$ cat src/rtl/cnn_infer_ctrl.sv
// Board-level CNN inference controller: button debounce, image select, pixel-address streaming,
// result latch and timeout. Optional macro CNN_ERR_BLINK_EN blinks the LEDs while in error.
module cnn_infer_ctrl #(
  parameter int unsigned NUM_BTN      = 2,
  parameter int unsigned DB_CYCLES    = 1000000,
  parameter int unsigned IX           = 28,
  parameter int unsigned IY           = 28,
  parameter int unsigned IMG_BW       = 2,
  parameter int unsigned CLS_BW       = 3,
  parameter int unsigned LED_W        = 3,
  parameter int unsigned TIMEOUT      = 1048576,
  parameter int unsigned BLINK_CYCLES = 25000000
) (
  input  logic                        clk,
  input  logic                        reset,
  input  logic [NUM_BTN-1:0]          i_btn,
  output logic                        o_cnn_start,
  output logic [IMG_BW-1:0]           o_img_sel,
  output logic                        o_pix_valid,
  output logic [$clog2(IX*IY)-1:0]    o_pix_addr,
  input  logic                        i_pix_ready,
  input  logic                        i_cnn_valid,
  input  logic [CLS_BW-1:0]           i_cnn_class,
  output logic [LED_W-1:0]            o_led,
  output logic                        o_busy,
  output logic                        o_err
);

  localparam int unsigned NumPix = IX * IY;
  localparam int unsigned AddrW  = $clog2(NumPix);
  localparam int unsigned DbW    = $clog2(DB_CYCLES);
  localparam int unsigned ToW    = $clog2(TIMEOUT);
  localparam int unsigned ExtW   = (LED_W > CLS_BW) ? LED_W : CLS_BW;

  typedef enum logic [2:0] {StIdle, StStream, StWait, StShow, StErr} state_e;

  logic [NUM_BTN-1:0] sync1_q, sync2_q, press;

  always_ff @(posedge clk or posedge reset) begin
    if (reset) begin
      sync1_q <= '0;
      sync2_q <= '0;
    end else begin
      sync1_q <= i_btn;
      sync2_q <= sync1_q;
    end
  end

  for (genvar b = 0; b < NUM_BTN; b++) begin : g_db
    logic           stable_q;
    logic [DbW-1:0] cnt_q;
    logic           expire;

    assign expire   = (sync2_q[b] != stable_q) && (cnt_q == DbW'(DB_CYCLES - 1));
    // Press fires on the cycle the stable level is about to rise.
    assign press[b] = expire && !stable_q;

    always_ff @(posedge clk or posedge reset) begin
      if (reset) begin
        stable_q <= 1'b0;
        cnt_q    <= '0;
      end else if (sync2_q[b] == stable_q) begin
        cnt_q <= '0;
      end else if (expire) begin
        stable_q <= sync2_q[b];
        cnt_q    <= '0;
      end else begin
        cnt_q <= cnt_q + DbW'(1);
      end
    end
  end

  if (NUM_BTN > 2) begin : g_unused_btn
    logic unused_press;
    assign unused_press = ^press[NUM_BTN-1:2];
  end

  logic start_press, next_press;
  assign start_press = press[0];
  assign next_press  = press[1];

  logic [ExtW-1:0] cls_ext;
  assign cls_ext = ExtW'(i_cnn_class);

  state_e            state_q, state_d;
  logic [IMG_BW-1:0] img_q, img_d;
  logic [AddrW-1:0]  addr_q, addr_d;
  logic [ToW-1:0]    to_cnt_q, to_cnt_d;
  logic [LED_W-1:0]  led_q, led_d;
  logic              err_q, err_d;
  logic              start_q, start_d;
  logic              busy_q, valid_q;

`ifdef CNN_ERR_BLINK_EN
  localparam int unsigned BlW = $clog2(BLINK_CYCLES);
  logic [BlW-1:0] blink_q, blink_d;
`endif

  always_comb begin
    state_d  = state_q;
    img_d    = img_q;
    addr_d   = addr_q;
    to_cnt_d = to_cnt_q;
    led_d    = led_q;
    err_d    = err_q;
    start_d  = 1'b0;
    case (state_q)
      StIdle, StShow, StErr: begin
        if (next_press) img_d = img_q + IMG_BW'(1);
        if (start_press) begin
          state_d = StStream;
          start_d = 1'b1;
          err_d   = 1'b0;
          addr_d  = '0;
        end
      end
      StStream: begin
        if (i_pix_ready) begin
          if (addr_q == AddrW'(NumPix - 1)) begin
            state_d  = StWait;
            addr_d   = '0;
            to_cnt_d = '0;
          end else begin
            addr_d = addr_q + AddrW'(1);
          end
        end
      end
      StWait: begin
        to_cnt_d = to_cnt_q + ToW'(1);
        // A result arriving on the last allowed cycle still counts.
        if (i_cnn_valid) begin
          state_d = StShow;
          led_d   = cls_ext[LED_W-1:0];
        end else if (to_cnt_q == ToW'(TIMEOUT - 1)) begin
          state_d = StErr;
          err_d   = 1'b1;
          led_d   = '1;
        end
      end
      default: state_d = StIdle;
    endcase

`ifdef CNN_ERR_BLINK_EN
    blink_d = '0;
    if (state_q == StErr && state_d == StErr) begin
      if (blink_q == BlW'(BLINK_CYCLES - 1)) begin
        led_d = ~led_q;
      end else begin
        blink_d = blink_q + BlW'(1);
      end
    end
`endif
  end

  always_ff @(posedge clk or posedge reset) begin
    if (reset) begin
      state_q  <= StIdle;
      img_q    <= '0;
      addr_q   <= '0;
      to_cnt_q <= '0;
      led_q    <= '0;
      err_q    <= 1'b0;
      start_q  <= 1'b0;
      busy_q   <= 1'b0;
      valid_q  <= 1'b0;
    end else begin
      state_q  <= state_d;
      img_q    <= img_d;
      addr_q   <= addr_d;
      to_cnt_q <= to_cnt_d;
      led_q    <= led_d;
      err_q    <= err_d;
      start_q  <= start_d;
      busy_q   <= (state_d == StStream) || (state_d == StWait);
      valid_q  <= (state_d == StStream);
    end
  end

`ifdef CNN_ERR_BLINK_EN
  always_ff @(posedge clk or posedge reset) begin
    if (reset) blink_q <= '0;
    else       blink_q <= blink_d;
  end
`endif

  assign o_cnn_start = start_q;
  assign o_img_sel   = img_q;
  assign o_pix_valid = valid_q;
  assign o_pix_addr  = addr_q;
  assign o_led       = led_q;
  assign o_busy      = busy_q;
  assign o_err       = err_q;

endmodule

$ cat config.mk
export PLATFORM = sky130hd
export DESIGN_NAME = cnn_infer_ctrl
export DESIGN_NICKNAME = d
export VERILOG_FILES = /design/src/rtl/cnn_infer_ctrl.sv
export SDC_FILE = /design/constraint.sdc
export NUM_CORES = 1
export LEC_CHECK = 0
export BUFFER_PORTS_ARGS = -buffer_cell sky130_fd_sc_hd__buf_2
export CAP_MARGIN = 40
export CELL_PAD_IN_SITES_DETAIL_PLACEMENT = 1
export CELL_PAD_IN_SITES_GLOBAL_PLACEMENT = 2
export CORE_ASPECT_RATIO = 2
export CORE_MARGIN = 2
export CORE_UTILIZATION = 40
export CTS_BUF_LIST = sky130_fd_sc_hd__clkbuf_8
export CTS_CLUSTER_SIZE = 30
export DETAILED_ROUTE_END_ITERATION = 10
export PLACE_DENSITY_LB_ADDON = 0.1
export SLEW_MARGIN = 15
export SYNTH_ARGS = -nofsm -noshare
export SYNTH_HDL_FRONTEND = slang
export SYNTH_SLANG_ARGS = --single-unit
$ cat constraint.sdc
create_clock -name clk -period 3.4 [get_ports clk]
set_input_delay 0.17 -clock clk [delete_from_list [all_inputs] [get_ports clk]]
set_output_delay 0.17 -clock clk [all_outputs]
set_load 0.005 [all_outputs]
=== Yosys cells after proc, flatten, opt, wreduce, memory -nomap -nowiden ===
Cells that the tools add are included.

* Bits in registers: 88
* Bits of input ports: 9
* Output and inout bits: 19
* Logic and storage cells: 86

* Add/sub/neg operators: 5
* Eq/ne operators: 19
* Mux-type cells: 25
* Bitwise logic cells: 2
* Reductions and logical operators: 20

{| class="wikitable"
|+ Operators with widths
! cell !! number
|-
| 20-bit 2-to-1 mux || 6
|-
| 20-bit by 1-bit adder with 20-bit output, second input constant || 3
|-
| 20-bit equality test, second input constant || 3
|-
| 20-bit one-hot mux with 2 select lines || 1
|-
| 10-bit 2-to-1 mux || 3
|-
| 3-bit 2-to-1 mux || 7
|-
| 10-bit one-hot mux with 2 select lines || 1
|-
| 10-bit by 1-bit adder with 10-bit output, second input constant || 1
|-
| 10-bit equality test, second input constant || 1
|-
| 2-bit != test, second input constant || 5
|-
| 3-bit by 2-bit equality test with 1-bit output, second input constant || 3
|-
| 3-bit one-hot mux with 3 select lines || 1
|-
| 2-bit AND reduction || 4
|-
| 2-bit nonzero test || 4
|-
| 3-bit by 1-bit equality test with 1-bit output, second input constant || 2
|-
| 3-bit AND reduction || 2
|-
| 1-bit 2-to-1 mux || 5
|-
| 1-bit logical AND || 4
|-
| 4-bit AND reduction || 1
|-
| 3-bit equality test, second input constant || 1
|-
| 3-bit zero test || 1
|-
| 3-bit OR reduction || 1
|-
| 2-bit by 1-bit adder with 2-bit output, second input constant || 1
|-
| 1-bit equality test || 2
|-
| 5 further kinds || 8
|}

=== Logic depth before layout (Yosys ltp) ===
* Word-level depth: 7
* Depth in mapped cells: 8
* Gate-level depth less buffers: 7

=== Least setup slack after synthesis ===
Ideal clock, no wire load.

* Path type: register to register
* Start: reg g_db[0].cnt_q[0]
* End: reg addr_q[5] (netlist: o_pix_addr[5])
* Library setup time: 80 ps
* Data arrival time: 2075 ps
* Required time: 3320 ps
* Slack: 1245 ps
* Stages on the path, launching flop included: 9
* Path buffers: 1
* Clock period less this slack: 2155 ps
* Cells stage by stage: dfrtp_1 ha_1 nand2_1 or4_4 nor3_4 nor2_2 buf_6 or3_1 a21oi_1

* Cells in the longest elaborated chain, start to end: 5

{| class="wikitable"
|+ Ends and longest elaborated chain
! item !! line !! source
|-
| start, declared || 51 || <nowiki>logic [DbW-1:0] cnt_q;</nowiki>
|-
| start signal, assigned || 68 || <nowiki>cnt_q <= cnt_q + DbW'(1);</nowiki>
|-
| 20-bit equality test || 54 || <nowiki>assign expire = (sync2_q[b] != stable_q) && (cnt_q == DbW'(DB_CYCLES - 1));</nowiki>
|-
| 1-bit logical AND || 54 ||
|-
| 1-bit logical AND || 56 || <nowiki>assign press[b] = expire && !stable_q;</nowiki>
|-
| 2-bit != test (no line) || n/a ||
|-
| 3-bit AND reduction (no line) || n/a ||
|-
| end signal, assigned || 169 || <nowiki>addr_q <= addr_d;</nowiki>
|-
| end, declared || 87 || <nowiki>logic [AddrW-1:0] addr_q, addr_d;</nowiki>
|}

Every way passes these cells.
A chain may end at the register's enable or synchronous reset.

=== Worst setup path in the final report ===
* Start: reg to_cnt_q[0]
* End: reg busy_q (netlist: o_busy)

* Cells in the longest elaborated chain, start to end: 6
* Elaborated cells on any way between the ends: 7
* Those cells by class: 3 x eq/ne; 3 x mux; 1 x reduce/logical

{| class="wikitable"
|+ Ends and longest elaborated chain
! item !! line !! source
|-
| start, declared || 88 || <nowiki>logic [ToW-1:0] to_cnt_q, to_cnt_d;</nowiki>
|-
| start signal, assigned || 170 || <nowiki>to_cnt_q <= to_cnt_d;</nowiki>
|-
| 20-bit equality test (*) || 134 || <nowiki>end else if (to_cnt_q == ToW'(TIMEOUT - 1)) begin</nowiki>
|-
| 3-bit 2-to-1 mux (*) || 134 ||
|-
| 3-bit 2-to-1 mux (*) || 131 || <nowiki>if (i_cnn_valid) begin</nowiki>
|-
| 3-bit one-hot mux with 3 select lines (*) || 107 || <nowiki>case (state_q)</nowiki>
|-
| via state_d[2] || 85 || <nowiki>state_e state_q, state_d;</nowiki>
|-
| 3-bit by 1-bit equality test with 1-bit output / 3-bit by 2-bit equality test with 1-bit output (equally long branches) || 174 || <nowiki>busy_q <= (state_d == StStream) || (state_d == StWait);</nowiki>
|-
| 1-bit logical OR (*) || 174 ||
|-
| end signal, assigned || 174 ||
|-
| end, declared || 92 || <nowiki>logic busy_q, valid_q;</nowiki>
|}

The timed path passes the listed nets; every way through them passes the cells marked *.

==> out/results.ini <==
[run_status]
status = finished clean

[synthesis]
synth.area.top_cells = dfrtp_1, xor2_1, nor2_1
yosysWarnings = 0
syn_nets = 444
ys_seq_area_share_pct = 52.3
ys.flop_type = dfrtp_1
synth_cell_types = 42
synth-edff-count = 0
syn_inst = 431
synth_common_cells = dfrtp_1, nor2_1, xor2_1
synth_most_common_cell = dfrtp_1
yosys.area.top_type = dfrtp_1
synth_area_mm2 = 0.00421
synth_top_area_share_pct = 52.3
synth_area_per_cell_um2 = 9.77
synthArstFlopShare_pct = 100
synth-seq-cells = 88

[global_routing]
grt_pass1_vias = 3546
grt_max_degree = 42
gr-total-overflow = 0
track_usage_pct = 19.4
grt_pass1_wl_mm = 17.5
antenna_found_initial = 0

[job]
drv_cap = 0

[cts]
clk_pin_slew_ns = 0.09
post_cts_buffers = 0
ctsRootBufferMaster = clkbuf_8
cts_tree = yes
insertion_delay_ns = 0.36
cts_buffers = 9
cts_resized = 0
clockBufferDepth = 2
holdBufCountCts = 3
clkSinkCount = 88
htree_levels = 3

[finish]
fin_util_pct = 45.8
fin_area_mm2 = 0.00476
fin_cells = 607
layout-drive-gt1-share_pct = 11.7
area_delta_synth_final_pct = 13.1
nets = 478
num-fill-cells = 1239
multiInputGateArea_mm2 = 0.00193
regArea_mm2 = 0.00220
diodes = 0

[die]
pin_count = 28
die_width_um = 76.6
fp.dieH_um = 149
start_util_pct = 40.5
dieArea_mm2 = 0.0114
core_area_mm2 = 0.0104
fp-row-count = 53

[pwr]
total_leakage_power_nw = 2.03
power-per-cell-area_mw_per_mm2 = 453
max-vdd-ir-drop_mv = 0.280

[setup_path]
critPathArrivalTime_ns = 2.67
endpoint_kind = flip-flop
slowest_delay_ns = 0.69
cp_slowest_cell = nor4_2
path_common_cell = or2_1
path_class = flip-flop to flip-flop
r2r_slack_ns = 0.98
critPathRequiredTime_ns = 3.65
cp_cell_sequence = ha_1, nand4b_1, or2_1, nor4_2, a32o_1, nor3_1, or2_1
critPathBufInv = 0
cp_max_fo = 5
critPathLaunchType = flip-flop
path_delay_family = simple AND/OR/NAND/NOR gates

[drt]
drt-total-wl_mm = 10.3
route.detailed.wl_per_inst_um = 16.9
route.detailed.drc = 0
drt_iter0_markers = 152
first_pass_iters = 4
vias = 3279
ant_nets = 0
vias_per_cell = 5.40

[sta]
finalSetupViolCount = 0
slew_headroom_pct = 48.9
fin_crit_ns = 2.42
max_freq_mhz = 413
finalSetupTns_ns = 0
slew_violations = 0
rsz0062_at_grt = no
worst_pin_slew_ns = 0.766
period_share_pct = 71.2
worst_clock_skew_ns = 0.00873
finalHoldViolCount = 0

[placed_design]
placedInstanceArea_mm2 = 0.00450
portBuffers = 27
finalWeightedCongestion = 0.757
place_inst = 588
dp_hpwl_mm = 7.72

[min_path]
hp-class = input pin to flip-flop

-- sequential cells by signal, summed over array words and instances, names as in the netlist --
name / cells
state_q: 3
o_pix_valid: 1
o_cnn_start: 1
sync1_q: 2
o_busy: 1
o_img_sel: 2
g_db.stable_q: 2
g_db.cnt_q: 40
o_pix_addr: 10
sync2_q: 2
o_led: 3
to_cnt_q: 20
o_err: 1
-- kinds of logic (layout without fill, tap and decap cells) --
kind of cell	Yosys count	count (layout)	share of synthesized area, %
DFF	88	88	52.3
and+or+nand+nor	223	223	26.8
xor gates and xnor gates	57	57	11.9
adders and majority gates	4	4	1.19
muxes	3	3	0.802
AOI/OAI and AO/OA	36	36	5.05
buffers and inverters	20	59	2.02
-- worst register-to-register path, delay by kind of cell, from the launching register on --
kind,cells,cell delay (ns)
simple gates,5,1.41
fa+ha+maj,1,0.21
flops,1,0.43
compound gates,1,0.26
-- where the power goes --
group,total [W],internal (W),switching (W)
combinational,0.000184,0.0000829,0.000101
clock,0.000823,0.000436,0.000387
sequential,0.00115,0.00109,0.0000642
total,0.00216,0.00161,0.000552
-- placed cells by master, fill, tap and decap left out, drive strengths merged, types with 4 or more instances in the layout --
cell type / synthesis / layout
nor3: 9 / 9
dfrtp: 88 / 88
and4: 7 / 7
xor2: 38 / 38
nand4: 18 / 18
ha: 4 / 4
a21oi: 11 / 11
clkbuf: 7 / 10
nor4: 4 / 4
and3: 9 / 9
nand3: 33 / 33
nor2: 78 / 78
or3: 7 / 7
o21ai: 14 / 14
inv: 10 / 10
nand2: 37 / 37
xnor2: 19 / 19
buf: 3 / 30
-- layout make-up --
class	count	area share [%]
Timing Repair Buffer	33	3.94
Multi-Input combinational cell	323	40.6
Sequential cell	88	46.2
Clock inverter	6	1.92
Inverter	10	0.814
Tap cell	137	3.60
Clock buffer	10	2.89
-- stage by stage --
step | worst slack [ns] | hold WS [ns] | total power [W]
2_1_floorplan | 0.951 | 0.201 | 0.00127
3_3_place_gp | 1.05 | 0.279 | 0.00135
3_5_place_dp | 1.00 | 0.280 | 0.00136
4_1_cts | 0.963 | 0.0247 | 0.00219
5_1_grt | 0.717 | 0.0324 | 0.00226
6_report | 0.979 | 0.0412 | 0.00216
-- routing by layer --
metal  vias up  part of all wire (%)  GRT usage [%]
li1       1546                     -              -
met1      1695                    38           20.2
met2        25                    58           38.6
met3        13                   1.6           2.48
met4         0                   1.8           7.45
met5         -                     0              0
-- path summary, 6_finish.rpt --
| kind | to | start | depth (start not counted) |
|---|---|---|---|
| min in group asynchronous | g_db[0].cnt_q[5]$_DFF_PP0_ | reset | 3 |
| max | o_busy$_DFF_PP0_ | to_cnt_q[0]$_DFFE_PP0P_ | 7 |
| min | o_led[0]$_DFFE_PP0P_ | i_cnn_class[0] | 2 |
| max reg2reg | o_busy$_DFF_PP0_ | to_cnt_q[0]$_DFFE_PP0P_ | 7 |
| min reg2reg | sync2_q[1]$_DFF_PP0_ | sync1_q[1]$_DFF_PP0_ | 0 |
| max in group asynchronous | o_pix_addr[8]$_DFFE_PP0P_ | reset | 4 |
Note: power is estimated with default switching activity, not from simulation.
